[src/rtl/enemy_fleet_grid.sv]
// ============================================================================
// enemy_fleet_grid
// ----------------------------------------------------------------------------
// Controller for one row of NUM_ENEMIES enemies that move as a single block.
// The block steps sideways once per move period and drops down when the
// outermost alive enemy would cross a bound. A player projectile destroys the
// lowest-indexed alive enemy whose hitbox it lies in. The move period shrinks
// as enemies die. The game ends in WIN when every enemy is dead, or in LOSE
// when the fleet descends to LOSE_V.
//
// Ports
//   clk          in   system clock
//   reset        in   asynchronous, active-high reset
//   start        in   leave INIT / restart from WIN or LOSE
//   proj_valid   in   projectile position valid this cycle
//   proj_h       in   projectile horizontal position
//   proj_v       in   projectile vertical position
//   fleet_h      out  origin h of enemy 0 (enemy i at fleet_h + i*SPACING_H)
//   fleet_v      out  origin v shared by all enemies
//   alive_mask   out  bit i set while enemy i is alive
//   alive_count  out  number of alive enemies
//   hit_pulse    out  one-cycle pulse when an enemy is destroyed
//   hit_index    out  index of the destroyed enemy, valid with hit_pulse
//   win          out  all enemies destroyed (level)
//   lose         out  fleet reached LOSE_V (level)
// ============================================================================
module enemy_fleet_grid #(
    parameter int NUM_ENEMIES = 8,
    parameter int SPACING_H   = 60,
    parameter int ENEMY_W     = 40,
    parameter int ENEMY_H     = 30,
    parameter int STEP_H      = 10,
    parameter int STEP_V      = 20,
    parameter int LEFT_BOUND  = 50,
    parameter int RIGHT_BOUND = 750,
    parameter int LOSE_V      = 50,
    parameter int START_H     = 50,
    parameter int START_V     = 475,
    parameter int BASE_PERIOD = 1000000,
    parameter int PERIOD_DEC  = 100000,
    parameter int MIN_PERIOD  = 50000
) (
    input  logic                   clk,
    input  logic                   reset,
    input  logic                   start,
    input  logic                   proj_valid,
    input  logic [9:0]             proj_h,
    input  logic [9:0]             proj_v,
    output logic [9:0]             fleet_h,
    output logic [9:0]             fleet_v,
    output logic [NUM_ENEMIES-1:0] alive_mask,
    output logic [4:0]             alive_count,
    output logic                   hit_pulse,
    output logic [3:0]             hit_index,
    output logic                   win,
    output logic                   lose
);

    typedef enum logic [1:0] {
        INIT = 2'd0,
        RUN  = 2'd1,
        WIN  = 2'd2,
        LOSE = 2'd3
    } state_t;

    // Geometry is compared in 12 bits so origin + width never wraps.
    localparam logic [11:0] ENEMY_W12     = 12'(ENEMY_W);
    localparam logic [11:0] ENEMY_H12     = 12'(ENEMY_H);
    localparam logic [11:0] STEP_H12      = 12'(STEP_H);
    localparam logic [11:0] LEFT_BOUND12  = 12'(LEFT_BOUND);
    localparam logic [11:0] RIGHT_BOUND12 = 12'(RIGHT_BOUND);
    localparam logic [11:0] LOSE_V12      = 12'(LOSE_V);
    localparam logic [9:0]  STEP_H10      = 10'(STEP_H);
    localparam logic [9:0]  STEP_V10      = 10'(STEP_V);
    localparam logic [9:0]  START_H10     = 10'(START_H);
    localparam logic [9:0]  START_V10     = 10'(START_V);
    localparam logic [4:0]  NUM_ENEMIES5  = 5'(NUM_ENEMIES);
    localparam logic [31:0] BASE_PERIOD32 = 32'(BASE_PERIOD);
    localparam logic [31:0] PERIOD_DEC32  = 32'(PERIOD_DEC);
    localparam logic [31:0] MIN_PERIOD32  = 32'(MIN_PERIOD);

    state_t                 state;
    state_t                 next_state;
    logic                   dir_left;
    logic [31:0]            move_count;
    logic [31:0]            period;
    logic [31:0]            dead_dec;
    logic                   hit_any;
    logic [3:0]             hit_sel;
    logic [NUM_ENEMIES-1:0] hit_onehot;
    logic [11:0]            hit_origin;
    logic [3:0]             left_idx;
    logic [3:0]             right_idx;
    logic [11:0]            left_origin;
    logic [11:0]            right_origin;
    logic                   any_alive;
    logic                   reload;
    logic                   move_now;
    logic [9:0]             fleet_v_down;

    logic [11:0] fleet_h12;
    logic [11:0] fleet_v12;
    logic [11:0] proj_h12;
    logic [11:0] proj_v12;

    assign fleet_h12 = {2'b00, fleet_h};
    assign fleet_v12 = {2'b00, fleet_v};
    assign proj_h12  = {2'b00, proj_h};
    assign proj_v12  = {2'b00, proj_v};

    assign win  = (state == WIN);
    assign lose = (state == LOSE);

    // Move period shortens by PERIOD_DEC per dead enemy, floored at MIN_PERIOD.
    // The subtraction is guarded so it can never go negative.
    always_comb begin
        dead_dec = (32'(NUM_ENEMIES5) - 32'(alive_count)) * PERIOD_DEC32;
        if ((dead_dec >= BASE_PERIOD32) || ((BASE_PERIOD32 - dead_dec) < MIN_PERIOD32))
            period = MIN_PERIOD32;
        else
            period = BASE_PERIOD32 - dead_dec;
    end

    // Scan from the top index down so the lowest overlapping enemy wins.
    always_comb begin
        hit_any    = 1'b0;
        hit_sel    = 4'd0;
        hit_onehot = '0;
        hit_origin = 12'd0;
        for (int i = NUM_ENEMIES - 1; i >= 0; i--) begin
            hit_origin = fleet_h12 + 12'(i * SPACING_H);
            if (proj_valid && alive_mask[i] &&
                (proj_h12 >= hit_origin) && (proj_h12 < hit_origin + ENEMY_W12) &&
                (proj_v12 >= fleet_v12) && (proj_v12 < fleet_v12 + ENEMY_H12)) begin
                hit_any       = 1'b1;
                hit_sel       = 4'(i);
                hit_onehot    = '0;
                hit_onehot[i] = 1'b1;
            end
        end
    end

    // Edge reversal looks at the outermost enemies that are still alive,
    // so a dead enemy on the flank lets the block travel further.
    always_comb begin
        left_idx  = 4'd0;
        right_idx = 4'd0;
        any_alive = |alive_mask;
        for (int i = NUM_ENEMIES - 1; i >= 0; i--) begin
            if (alive_mask[i])
                left_idx = 4'(i);
        end
        for (int i = 0; i < NUM_ENEMIES; i++) begin
            if (alive_mask[i])
                right_idx = 4'(i);
        end
        left_origin  = fleet_h12 + 12'(int'(left_idx) * SPACING_H);
        right_origin = fleet_h12 + 12'(int'(right_idx) * SPACING_H);
    end

    // Descending saturates at zero rather than wrapping to the bottom of the screen.
    assign fleet_v_down = (fleet_v >= STEP_V10) ? (fleet_v - STEP_V10) : 10'd0;

    // Leaving WIN/LOSE reloads on the same edge so INIT shows fresh values at once.
    assign reload   = (state == INIT) || (((state == WIN) || (state == LOSE)) && start);
    assign move_now = (state == RUN) && (move_count >= (period - 32'd1));

    always_ff @(posedge clk or posedge reset) begin
        if (reset)
            state <= INIT;
        else
            state <= next_state;
    end

    always_comb begin
        next_state = state;
        case (state)
            INIT: if (start) next_state = RUN;
            RUN: begin
                if (alive_count == 5'd0)
                    next_state = WIN;
                else if (fleet_v12 <= LOSE_V12)
                    next_state = LOSE;
            end
            WIN:  if (start) next_state = INIT;
            LOSE: if (start) next_state = INIT;
            default: next_state = INIT;
        endcase
    end

    // Fleet datapath. A hit and a move on the same edge are both applied;
    // the move decision uses the mask and position from before the edge.
    always_ff @(posedge clk or posedge reset) begin
        if (reset) begin
            fleet_h     <= START_H10;
            fleet_v     <= START_V10;
            alive_mask  <= '1;
            alive_count <= NUM_ENEMIES5;
            hit_pulse   <= 1'b0;
            hit_index   <= 4'd0;
            dir_left    <= 1'b0;
            move_count  <= 32'd0;
        end else if (reload) begin
            fleet_h     <= START_H10;
            fleet_v     <= START_V10;
            alive_mask  <= '1;
            alive_count <= NUM_ENEMIES5;
            hit_pulse   <= 1'b0;
            hit_index   <= 4'd0;
            dir_left    <= 1'b0;
            move_count  <= 32'd0;
        end else if (state == RUN) begin
            hit_pulse <= hit_any;
            if (hit_any) begin
                alive_mask  <= alive_mask & ~hit_onehot;
                alive_count <= alive_count - 5'd1;
                hit_index   <= hit_sel;
            end
            if (move_now) begin
                move_count <= 32'd0;
                if (any_alive) begin
                    if (!dir_left) begin
                        if (right_origin + STEP_H12 > RIGHT_BOUND12) begin
                            fleet_v  <= fleet_v_down;
                            dir_left <= 1'b1;
                        end else begin
                            fleet_h <= fleet_h + STEP_H10;
                        end
                    end else begin
                        if (left_origin < LEFT_BOUND12 + STEP_H12) begin
                            fleet_v  <= fleet_v_down;
                            dir_left <= 1'b0;
                        end else begin
                            fleet_h <= fleet_h - STEP_H10;
                        end
                    end
                end
            end else begin
                move_count <= move_count + 32'd1;
            end
        end else begin
            hit_pulse <= 1'b0;
        end
    end

endmodule

[config.mk]
export PLATFORM = sky130hd
export DESIGN_NAME = enemy_fleet_grid
export DESIGN_NICKNAME = d
export VERILOG_FILES = /design/src/rtl/enemy_fleet_grid.sv
export SDC_FILE = /design/constraint.sdc
export NUM_CORES = 1
export LEC_CHECK = 0
export ABC_AREA = 0
export BUFFER_PORTS_ARGS = -buffer_cell sky130_fd_sc_hd__buf_2
export CAP_MARGIN = 20
export CORE_AREA = 5 5 129 181
export DETAILED_ROUTE_END_ITERATION = 8
export DIE_AREA = 0 0 134 186
export PLACE_DENSITY = 0.76
export SLEW_MARGIN = 10
export SYNTH_ARGS = -nofsm -noshare
export SYNTH_HDL_FRONTEND = slang
export SYNTH_SLANG_ARGS = --single-unit
export TNS_END_PERCENT = 1
[constraint.sdc]
create_clock -name clk -period 17.4 [get_ports clk]
set_input_delay 0.87 -clock clk [delete_from_list [all_inputs] [get_ports clk]]
set_output_delay 0.87 -clock clk [all_outputs]
set_load 0.05 [all_outputs]
After elaboration in Yosys (flattened, before gate mapping)
Index checks and enable logic that the tools add are counted.
{"block": "totals", "reg_bits": 73, "in_bits": 24}
{"block": "op_classes", "n_addsub": 27, "n_mul": 3, "n_lt_le_gt_ge": 25, "eq_ne": 9, "muxes": 81, "n_bitwise": 2, "reduce_logical": 59}
{"cell": "$mux W10", "n": 15}
{"cell": "$mux W32", "n": 4}
{"cell": "$mux W4", "n": 23}
{"cell": "$mux W8", "n": 11}
{"cell": "$add A11 B6 Y12 const B", "n": 7}
{"cell": "$lt A10 B12 Y1", "n": 7}
{"cell": "$ge A10 B11 Y1", "n": 7}
{"cell": "$logic_and A1 B1 Y1", "n": 42}
{"cell": "$add A10 B9 Y11 const B", "n": 3}
{"cell": "$add A32 B1 Y32 const B", "n": 1}
{"cell": "$ge A32 B20 Y1 const B", "n": 1}
{"cell": "$ge A32 B32 Y1", "n": 1}
{"cell": "$lt A32 B16 Y1 const B", "n": 1}
{"cell": "$mul A32 B12 Y27 const B", "n": 1}
{"cell": "$sub A20 B32 Y32 const A", "n": 1}
{"cell": "$sub A32 B1 Y32 const B", "n": 1}
{"cell": "$add A10 B10 Y11", "n": 2}
{"cell": "$add A10 B6 Y11 const B", "n": 2}
{"cell": "$add A10 B8 Y11 const B", "n": 2}
{"cell": "$lt A10 B11 Y1", "n": 2}
{"cell": "$ge A10 B10 Y1", "n": 2}
{"cell": "$mux W1", "n": 18}
{"cell": "$mul A4 B4 Y8 const B", "n": 2}
{"cell": "$mux W5", "n": 3}
{"cell": "33 further kinds", "n": 47}

Logic depth before layout (Yosys ltp)
Gate-level depths: netlist (run 1).
{"block": "depth", "depth_word": 19, "ltp_mapped": 39, "ltp_nobuf": 35}

Worst setup path after synthesis (run 1)
No wires, ideal clock.
{"block": "synth_timing", "path_kind": "register to register", "start": "register alive_count[0]", "end": "register fleet_h[1]", "arrival_time_ns": 8.928, "setup_slack_ns": 8.390, "stages_incl_launch_ff": 36, "path_buffers": 3, "synth_period_minus_slack_ns": 9.010, "path_cell_list": "dfrtp_1 buf_1 clkinv_1 ha_1 nand2_1 nand2_1 xnor2_1 ha_1 fa_1 inv_1 fa_1 fa_1 inv_1 ha_1 inv_1 o21a_1 xnor2_1 nor3b_2 a41oi_1 and4b_1 a311o_1 or4_1 o31a_1 buf_6 nand2_1 ha_1 a21o_1 a21o_1 a21oi_1 o211ai_1 o211ai_1 a31oi_1 nand2_1 or2_2 clkbuf_1 mux2_2"}
{"block": "synth_between", "elab_chain_cells": 11, "elab_cells_between_ends": 12, "classes_between": "add/sub: 3; mul: 1; order compare: 3; mux: 1; reduce/logical: 4"}
{"item": "start: declaration", "line": "52", "source": "output logic [4:0] alive_count,"}
{"item": "start signal: assignment", "line": "216", "source": "alive_count <= alive_count - 5'd1;"}
{"item": "$sub A4 B5 Y6 (*)", "line": "117", "source": "dead_dec = (32'(NUM_ENEMIES5) - 32'(alive_count)) * PERIOD_DEC32;"}
{"item": "$mul A32 B12 Y27 (*)", "line": "117"}
{"item": "$sub A20 B32 Y32", "line": "118, 121"}
{"item": "$lt A32 B16 Y1", "line": "118", "source": "if ((dead_dec >= BASE_PERIOD32) || ((BASE_PERIOD32 - dead_dec) < MIN_PERIOD32))"}
{"item": "$logic_or A1 B1 Y1", "line": "118"}
{"item": "$mux W32 (*)", "line": "118"}
{"item": "$sub A32 B1 Y32 (*)", "line": "166", "source": "assign move_now = (state == RUN) && (move_count >= (period - 32'd1));"}
{"item": "$ge A32 B32 Y1 (*)", "line": "166"}
{"item": "$logic_and A1 B1 Y1 (*)", "line": "166"}
{"item": "$reduce_bool A2 Y1 (no line) (*)"}
{"item": "$reduce_and A5 Y1 (no line) (*)"}
{"item": "end signal: assignment", "line": "227", "source": "fleet_h <= fleet_h + STEP_H10;"}
{"item": "end signal: assignment", "line": "234", "source": "fleet_h <= fleet_h - STEP_H10;"}
{"item": "end: declaration", "line": "49", "source": "output logic [9:0] fleet_h,"}
Every way passes the cells marked *; elsewhere a longest branch is shown, timed or not.
A chain may end at the register's enable or synchronous reset.

Final worst setup path (run 1)
{"block": "layout_timing", "start": "register alive_count[0]", "end": "register fleet_v[7]"}
{"block": "layout_between", "elab_chain_cells": 11, "elab_cells_between_ends": 12, "classes_between": "add/sub: 3; mul: 1; order compare: 3; mux: 1; reduce/logical: 4"}
{"item": "$sub A4 B5 Y6 (*)", "line": "117"}
{"item": "$mul A32 B12 Y27 (*)", "line": "117"}
{"item": "$sub A20 B32 Y32", "line": "118, 121"}
{"item": "$lt A32 B16 Y1", "line": "118"}
{"item": "$logic_or A1 B1 Y1", "line": "118"}
{"item": "$mux W32 (*)", "line": "118"}
{"item": "$sub A32 B1 Y32 (*)", "line": "166"}
{"item": "$ge A32 B32 Y1 (*)", "line": "166"}
{"item": "$logic_and A1 B1 Y1 (*)", "line": "166"}
{"item": "$reduce_bool A2 Y1 (no line) (*)"}
{"item": "$reduce_and A5 Y1 (no line) (*)"}
{"item": "end signal: assignment", "line": "224", "source": "fleet_v <= fleet_v_down;"}
{"item": "end signal: assignment", "line": "231", "source": "fleet_v <= fleet_v_down;"}
{"item": "end: declaration", "line": "50", "source": "output logic [9:0] fleet_v,"}
Marks and branches as above.

==> results of run 1 <==
## stage by stage
step / instances / hold WS (ns) / utilization [%] / area, um^2 / setup slack, ns
global placement: 1879 / 0.484 / 63.1 / 13600 / 7.12
global route: 1896 / 0.563 / 64.5 / 13900 / 6.16
floorplan: 1596 / 0.468 / - / 13100 / 8.39
finish: 1896 / 0.512 / 64.5 / 13900 / 6.83
CTS: 1895 / 0.507 / 64.4 / 13900 / 6.92
detailed placement: 1879 / 0.491 / 63.1 / 13600 / 6.99
## layout make-up
cell class,count,share of cell area [%]
multi-input combinational,1330,76.2
sequential,70,12.8
inverter,148,4.00
timing repair buffer,67,2.54
tap,264,2.38
clock buffer,12,1.70
clock inverter,4,0.342
antenna,1,0.0180
## cells in the mapped netlist, types with 24 or more instances
cell        n  area share, %
ha_1      275             26
inv_1     139            4.0
xnor2_1   121            8.1
nor2_1    115            3.3
nand2_1   105            3.0
a21oi_1    83            3.2
o21ai_0    78            3.0
dfrtp_1    52            9.9
a21o_1     43            2.5
xor2_1     37            2.5
clkbuf_1   25           0.72
o211ai_1   25            1.4
nand4_1    24            1.1
nor3_1     24           0.92
o21a_1     24            1.4
## layout by cell type (no fill, tap or decap), types with 25 or more instances in the layout
cell type  instances
a21oi_1           83
nor2_1           115
a21o_1            43
dfrtp_1           52
xor2_1            37
inv_1            138
xnor2_1          121
nand2_1          105
buf_2             60
ha_1             275
o211ai_1          25
o21ai_0           78
## tightest hold or removal path: stages, from the launching register on
cell     delay, ns
dfrtp_1       0.36
nand2_1       0.05
o21ai_0       0.06
## kinds of logic (layout without fill, tap and decap cells)
group           after synthesis  in the layout
buf+inv                     196            231
simple gates                434            434
compound gates              416            416
fa+ha+maj                   297            297
xor+xnor                    165            165
mux                          10             10
flops                        70             70
other cells                   2              9
## metal layers
metal,share of wire [%],vias up,GRT usage (%)
li1,-,5798,-
met1,39,5614,29.1
met2,53,282,53.4
met3,3.6,89,2.92
met4,4.7,0,13.3
met5,0,-,0
## how the worst min path moves through the flow
stage | start | to | depth (start not counted)
5_1_grt | move_count[1]$_DFFE_PP0P_ | move_count[1]$_DFFE_PP0P_ | 2
3_3_place_gp | hit_index[2]$_DFFE_PP0P_ | hit_index[2]$_DFFE_PP0P_ | 2
6_report | move_count[1]$_DFFE_PP0P_ | move_count[1]$_DFFE_PP0P_ | 2
3_5_place_dp | hit_index[2]$_DFFE_PP0P_ | hit_index[2]$_DFFE_PP0P_ | 2
2_1_floorplan | move_count[1]$_DFFE_PP0P_ | move_count[1]$_DFFE_PP0P_ | 2
4_1_cts | hit_index[2]$_DFFE_PP0P_ | hit_index[2]$_DFFE_PP0P_ | 2
## registers in the layout (all words and copies together), names as in the netlist
register	cells
hit_pulse	1
move_count	32
fleet_h	9
alive_mask	8
hit_index	3
fleet_v	9
alive_count	5
dir_left	1
state	2
==> flow_summary.ini, run 1 <==
[run_status]
status = finished clean

[floorplan]
core_area_mm2 = 0.0215
dieArea_mm2 = 0.0249
ios = 64
rows = 64
die_w_um = 134
dieHeight_um = 186
initial_core_util_pct = 60.9

[placed_design]
place_hpwl_um = 26800
gp_congestion = 0.911
port_buffers = 60

[synth]
async_flop_share_pct = 100
netlist_instances = 1590
yosys.area_share.simple_pct = 16.6
ys_ff_latch = 70
syn-cell-area_mm2 = 0.0131
synthDistinctLibCells = 96
yosys.area_share.adder_pct = 29.5
synth_top_family_by_area = adder cells
postSynthAreaPerCell_um2 = 8.25
synth_compound_area_share_pct = 22.0
ys_seq_area_share_pct = 13.5
synth.area.mux_share_pct = 0.801
ys_warn_count = 0
yosys_most_used_dff = dfrtp_1
synthXorXnorAreaFrac_pct = 11.5
synth-edff-count = 0

[global_route]
grt_pass1_wl_um = 56300
first_global_vias = 11800
grt_start_max_net_pins = 71
grt_usage_pct = 27.4
overflow = 0
antenna_found_initial = 1

[clocking]
clock_path_buffers = 2
clock_latency_ns = 0.34
cts_tree = yes
cts.reportedPaths.clkPinSlew_ns = 0.06
cts_buffers = 9
post_cts_buffers = 0
htreeDepth = 3
clock-sinks = 70
hold_buffers = 0
cts_resized = 0
clockRootBuffer = clkbuf_16

[detailed_routing]
routed_wl_um = 33500
dr.pass1.iters = 5
drt_drc_violations_left = 0
drtIter0Drc = 507
vias = 11800
routedWlPerCell_um = 17.7
postRouteAntennaNets = 0
vias_per_cell = 6.21

[worst_setup_path]
cp_num_cells = 33
worst-path-max-fanout = 17
worstRegToRegCells = 33
crit_path_frequent_cell = ha_1
start_kind = register
critical_path.startpoint = alive_count[0]$_DFFE_PP0P_
cp_top_family = adder cells
critPathSlowestCell = dfrtp_1
critPathKind = reg2reg
regToRegSetupSlack_ns = 6.83
crit_path_end = fleet_v[7]$_DFFE_PP1P_
endpoint_kind = register
cp_data_required_time_ns = 17.64
r2r_start = alive_count[0]$_DFFE_PP0P_
crit_arrival_ns = 10.81
crit_path_max_incr_delay_ns = 0.87
critical_path_buf_inv_count = 3
r2r_end = fleet_v[7]$_DFFE_PP1P_

[sta]
fin_setup_tns_ns = 0
tightest_slew_ns = 0.952
rsz0062_at_grt = false
min_period_ns = 10.57
hold_viol = 0
setup_viol = 0
post-route-period-util_pct = 60.7
fmax_mhz = 94.6
clock_skew_ns = 0.00835
max_slew_margin_pct = 36.5
slew_violations = 0

[layout]
n_fill_cell = 1935
area_growth_pct = 5.84
multiInputGateArea_mm2 = 0.0106
final_nets = 1946
final_layout_size_suffix_gt1_share_pct = 9.07
register_area_mm2 = 0.00177

[min_path]
hp-class = reg2reg

[job]
drv_cap = 0
Power of run 1 is not shown: default switching activity piles up to over one toggle a cycle in this logic, so the estimate is an artifact.
==> run 2, diff against run 1 <==
--- a/config.mk
+++ b/config.mk
@@ -8,9 +8,9 @@
 export ABC_AREA = 0
 export BUFFER_PORTS_ARGS = -buffer_cell sky130_fd_sc_hd__buf_2
 export CAP_MARGIN = 20
-export CORE_AREA = 5 5 129 181
+export CORE_AREA = 5 5 133 185
 export DETAILED_ROUTE_END_ITERATION = 8
-export DIE_AREA = 0 0 134 186
+export DIE_AREA = 0 0 138 190
 export PLACE_DENSITY = 0.76
 export SLEW_MARGIN = 10
 export SYNTH_ARGS = -nofsm -noshare
==> constraint.sdc (replaced) <==
create_clock -name clk -period 8.5 [get_ports clk]
set_input_delay 0.425 -clock clk [delete_from_list [all_inputs] [get_ports clk]]
set_output_delay 0.425 -clock clk [all_outputs]
set_load 0.05 [all_outputs]
==> run 2 against run 1 <==
First-iteration DRC count grew 25%. Clock skew shrank 0.0018 ns. Design area grew 3.2%. Setup slack lost 6.5 ns. Non-clock buffer count grew 32. Die area grew 5.2%. Sequential cell count is the same. Via count grew 3.5%.
==> flow_summary.ini, run 2 (synthesized netlist as in run 1, its figures left out) <==
[run_status]
status = finished clean

[sta]
rsz0062_at_grt = true
fin_setup_tns_ns = 0
post-route-period-util_pct = 96.6
fmax_mhz = 122
slew_violations = 0
clock_skew_ns = 0.00655
max_slew_margin_pct = 32.6
setup_viol = 0
hold_viol = 0
tightest_slew_ns = 1.00
min_period_ns = 8.21

[worst_setup_path]
worst-path-max-fanout = 8
critPathSlowestCell = fa_1
cp_data_required_time_ns = 8.76
r2r_start = alive_count[0]$_DFFE_PP0P_
crit_path_max_incr_delay_ns = 0.54
endpoint_kind = register
r2r_end = fleet_v[2]$_DFFE_PP0P_
start_kind = register
regToRegSetupSlack_ns = 0.29
crit_arrival_ns = 8.46
worstRegToRegCells = 33
critPathKind = reg2reg
crit_path_frequent_cell = ha_1
critical_path.startpoint = alive_count[0]$_DFFE_PP0P_

[detailed_routing]
drt_drc_violations_left = 0
dr.pass1.iters = 5
routedWlPerCell_um = 18.1
vias_per_cell = 6.19
drtIter0Drc = 634
wl_met2_um = 19000
met1_length_um = 13100
wl_met3_um = 1520
postRouteAntennaNets = 0
top_layer_used = met4
vias = 12200
routed_wl_um = 35700

[global_route]
grt_usage_pct = 26.6
grt_pass1_wl_um = 58400
antenna_found_initial = 0
overflow = 0
grt_start_max_net_pins = 71
first_global_vias = 12300

[placed_design]
port_buffers = 60
place_hpwl_um = 28200
gp_congestion = 0.980

[clocking]
cts_buffers = 9
clock_path_buffers = 2
clock_latency_ns = 0.34
clock-sinks = 70
cts.reportedPaths.clkPinSlew_ns = 0.06
htreeDepth = 3
cts_tree = yes
clockRootBuffer = clkbuf_16

[layout]
layout_common_cells = ha_1 (274), inv_1 (137), xnor2_1 (118)
num_antenna_cells = 0
area_growth_pct = 9.27
layout_commonest_cell = ha_1
reg_top3 = move_count (32), fleet_h (9), fleet_v (9)
final_nets = 1978
regMostFlops = move_count
n_fill_cell = 2061
final_layout_size_suffix_gt1_share_pct = 12.3
largest_reg_flops = 32

[min_path]
hp-class = in2reg
hold_start = start
min_to = state[0]$_DFFE_PP0P_
hold_depth = 2

[job]
drv_cap = 0

[floorplan]
dieHeight_um = 190
ios = 64
rows = 66
initial_core_util_pct = 57.1
die_w_um = 138
dieArea_mm2 = 0.0262
core_area_mm2 = 0.0230
run 2: cell count changes in the layout (fill, tap and decap cells not counted), moves of 2 or more:
cell / before / now
xnor2_1: 121 / 118
nand2b_1: 22 / 20
xnor2_2: 5 / 7
nand2b_4: 0 / 2
buf_2: 60 / 62
buf_4: 7 / 36
or2_4: 0 / 2
a21oi_4: 0 / 2
a21oi_1: 83 / 80
run 2: per-layer routing:
layer	up-vias	track usage [%]
met4	0	15.2
met5	-	0
met2	346	52.2
li1	5858	-
met3	124	3.12
met1	5868	26.7
run 2: worst max-delay path by stage:
stage | endpoint | slack [ns] | depth (start not counted)
after detailed placement | fleet_v[8]$_DFFE_PP1P_ | 0.13 | 30
final | fleet_v[2]$_DFFE_PP0P_ | 0.29 | 33
after CTS | fleet_v[8]$_DFFE_PP1P_ | 0.09 | 28
after global routing | fleet_v[2]$_DFFE_PP0P_ | -0.14 | 35
after global placement | fleet_v[8]$_DFFE_PP1P_ | 0.28 | 30
after floorplan | fleet_h[1]$_DFFE_PP1P_ | 0.05 | 35
run 2: cell type report:
| type | count | area (um^2) | area share [%] |
|---|---|---|---|
| Tap cell | 306 | 383 | 2.67 |
| Timing Repair Buffer | 99 | 592 | 4.13 |
| Clock inverter | 4 | 22.5 | 0.157 |
| Sequential cell | 70 | 1780 | 12.4 |
| Clock buffer | 12 | 246 | 1.72 |
| Inverter | 148 | 558 | 3.89 |
| Multi-Input combinational cell | 1330 | 10800 | 75.0 |
run 2: critical path: cells and delay by family, from the launching register on:
kind / cells / cell delay [ns]
adders and majority gates: 7 / 2.57
AOI/OAI and AO/OA: 9 / 2.03
and+or+nand+nor: 9 / 1.79
buffers and inverters: 6 / 0.87
xor gates and xnor gates: 2 / 0.42
DFF: 1 / 0.40
run 2: through the flow:
stage | hold WS [ns] | util, % | worst slack (ns) | cell area [um^2] | std cells
2_1_floorplan | 0.468 | - | 0.0522 | 13200 | 1596
3_3_place_gp | 0.489 | 60.2 | 0.283 | 13800 | 1942
3_5_place_dp | 0.499 | 60.2 | 0.128 | 13800 | 1942
4_1_cts | 0.305 | 61.3 | 0.0919 | 14100 | 1958
5_1_grt | 0.315 | 62.4 | -0.144 | 14300 | 1969
6_report | 0.311 | 62.4 | 0.293 | 14300 | 1969
run 2: repair_timing:
| item | in CTS | in global routing |
|---|---|---|
| gates resized for setup | 0 | 37 |
| setup buffers | 0 | 10 |
| hold buffers | 0 | 0 |
| setup endpoints to repair | 0 | 24 |
Power of run 2 is left out for the same reason.
==> run 3, diff against run 2 <==
--- a/config.mk
+++ b/config.mk
@@ -5,12 +5,12 @@
 export SDC_FILE = /design/constraint.sdc
 export NUM_CORES = 1
 export LEC_CHECK = 0
-export ABC_AREA = 0
+export ABC_AREA = 1
 export BUFFER_PORTS_ARGS = -buffer_cell sky130_fd_sc_hd__buf_2
 export CAP_MARGIN = 20
-export CORE_AREA = 5 5 133 185
+export CORE_AREA = 5 5 135 188
 export DETAILED_ROUTE_END_ITERATION = 8
-export DIE_AREA = 0 0 138 190
+export DIE_AREA = 0 0 140 193
 export PLACE_DENSITY = 0.76
 export SLEW_MARGIN = 10
 export SYNTH_ARGS = -nofsm -noshare
==> run 3 against run 2 <==
Utilization fell by 0.97 points. Sequential cell count did not move. Wire length fell by 4.3%. Maximum frequency rose by 5.6%. Design area rose by 1.4%. Clock-buffer cell count did not move. Final cell count rose by 21%. Critical path depth rose by 15. Synthesized cell count rose by 26%. Sequential share of layout area fell by 0.18 points.
==> flow_summary.ini, run 3 <==
[run_status]
status = finished clean

[sta]
fin_setup_tns_ns = 0
setup_viol = 0
hold_viol = 0
post-route-period-util_pct = 91.5
clock_skew_ns = 0.00768
rsz0062_at_grt = false
fmax_mhz = 129
min_period_ns = 7.77
tightest_slew_ns = 0.890
slew_violations = 0
max_slew_margin_pct = 40.7

[clocking]
clock_latency_ns = 0.34
cts.reportedPaths.clkPinSlew_ns = 0.06
hold_buffers = 0
clockRootBuffer = clkbuf_16
htreeDepth = 3
cts_buffers = 9
cts_tree = yes
clock_path_buffers = 2
clock-sinks = 70

[placed_design]
gp_congestion = 0.930
port_buffers = 60
place_hpwl_um = 27700

[floorplan]
initial_core_util_pct = 57.5
rows = 67
ios = 64
core_area_mm2 = 0.0236
dieArea_mm2 = 0.0270
dieHeight_um = 193
die_w_um = 140

[detailed_routing]
vias_per_cell = 5.51
routedWlPerCell_um = 14.3
dr.pass1.iters = 5
routed_wl_um = 34200
vias = 13100
drt_drc_violations_left = 0
drtIter0Drc = 618
postRouteAntennaNets = 0

[global_route]
grt_usage_pct = 25.5
grt_pass1_wl_um = 58300
first_global_vias = 12700
antenna_found_initial = 0
grt_start_max_net_pins = 71
overflow = 0

[job]
drv_cap = 0

[synth]
synth.top_cell.area_share_pct = 25.3
netlist_instances = 2009
yosysMostFrequentCell = nand2_1
ys_ff_latch = 70
synthDistinctLibCells = 61
synth_area_leaders = ha_1 (25%), nand2_1 (13%), dfrtp_1 (9.6%)
ys_top_cells_by_count = nand2_1 (455), inv_1 (311), ha_1 (275), nor2_1 (165), a21oi_1 (119)
yosys.area.top_type = ha_1
syn-cell-area_mm2 = 0.0136
async_flop_share_pct = 100
ys_warn_count = 0
yosys_most_used_dff = dfrtp_1
ys_seq_area_share_pct = 13.0
synth-edff-count = 0
postSynthAreaPerCell_um2 = 6.77

[layout]
largest_reg_flops = 32
area_growth_pct = 6.89
layout_commonest_cell = nand2_1
layout_common_cells = nand2_1 (454), inv_1 (309), ha_1 (274)
regMostFlops = move_count
final_layout_size_suffix_gt1_share_pct = 8.78
final_nets = 2388
num_antenna_cells = 0
reg_top3 = move_count (32), fleet_h (9), fleet_v (9)

[worst_setup_path]
crit_path_frequent_cell = nand2_1
critPathSlowestCell = fa_2
critPathKind = reg2reg
crit_path_max_incr_delay_ns = 0.60
worst-path-max-fanout = 14
regToRegSetupSlack_ns = 0.73
crit_arrival_ns = 8.03
endpoint_kind = register
start_kind = register
cp_data_required_time_ns = 8.75

[min_path]
hp-class = in2async
==> run 3: cell types whose count changed in the layout (fill, tap and decap cells not counted), moves of 40 or more <==
cell and delta:
inv_1 +172, nor2_1 +50, nand3_1 +93, a21o_1 -40, xnor2_1 -83, nand2_1 +350, xor2_1 +42
==> run 3: worst max-delay path, delay by kind of cell, from the launching register on <==
family          cells  cell delay, ns
flops               1            0.38
fa+ha+maj           7            2.51
xor+xnor            3            0.51
simple gates       27            2.85
compound gates      4            0.61
buf+inv             7            0.83
==> run 3: logic make-up after synthesis <==
logic type	after synthesis	share of synthesized area [%]
AND/OR/NAND/NOR	896	29.2
adder cells (fa/ha/maj)	296	28.4
XOR/XNOR	116	7.53
AO/OA/AOI/OAI	274	11.6
other	2	0.0552
flip-flops	70	13.0
buffers and inverters	355	10.2
==> run 3: layer usage <==
layer	track usage, %	wire length, um	up-vias	part of all wire, %
met4	9.96	1290	0	3.8
met2	49.3	17700	252	52
met5	0	0	-	0
li1	-	-	6695	-
met3	2.42	1020	94	3.0
met1	28.7	14100	6078	41
==> run 3: what timing repair did <==
item,4_1_cts,5_1_grt
setup endpoints to repair,0,47
setup buffers,0,1
resized for setup,0,10
==> run 3: through the flow <==
| step | instances | utilization [%] | instance area, um^2 | hold WS, ns | setup WS, ns |
|---|---|---|---|---|---|
| final | 2383 | 61.5 | 14500 | 0.331 | 0.725 |
| after global routing | 2383 | 61.5 | 14500 | 0.426 | 0.0255 |
| after CTS | 2382 | 61.3 | 14500 | 0.384 | 0.398 |
| after detailed placement | 2366 | 60.1 | 14200 | 0.475 | 0.416 |
| after global placement | 2366 | 60.1 | 14200 | 0.464 | 0.561 |
| after floorplan | 2015 | - | 13600 | 0.496 | 0.845 |
==> run 3: path summary, 6_finish.rpt <==
path,from,to,cells past startpoint
worst max register to register,alive_count[0]$_DFFE_PP0P_,fleet_v[4]$_DFFE_PP1P_,48
min in group clk,hit_index[1]$_DFFE_PP0P_,hit_index[1]$_DFFE_PP0P_,2
worst min register to register,hit_index[1]$_DFFE_PP0P_,hit_index[1]$_DFFE_PP0P_,2
worst max-delay path,alive_count[0]$_DFFE_PP0P_,fleet_v[4]$_DFFE_PP1P_,48
max in group asynchronous,reset,alive_count[4]$_DFFE_PP0P_,3
worst min-delay path,reset,state[0]$_DFFE_PP0P_,3
==> run 3: final cells by class <==
type                       instances  area [um^2]
clock buffer                      12          246
clock inverter                     4         22.5
fill                            2290         9110
inverter                         326         1230
multi-input combinational       1590        10500
sequential                        70         1770
tap                              310          388
timing repair buffer              71          383
Power of run 3 is left out for the same reason.
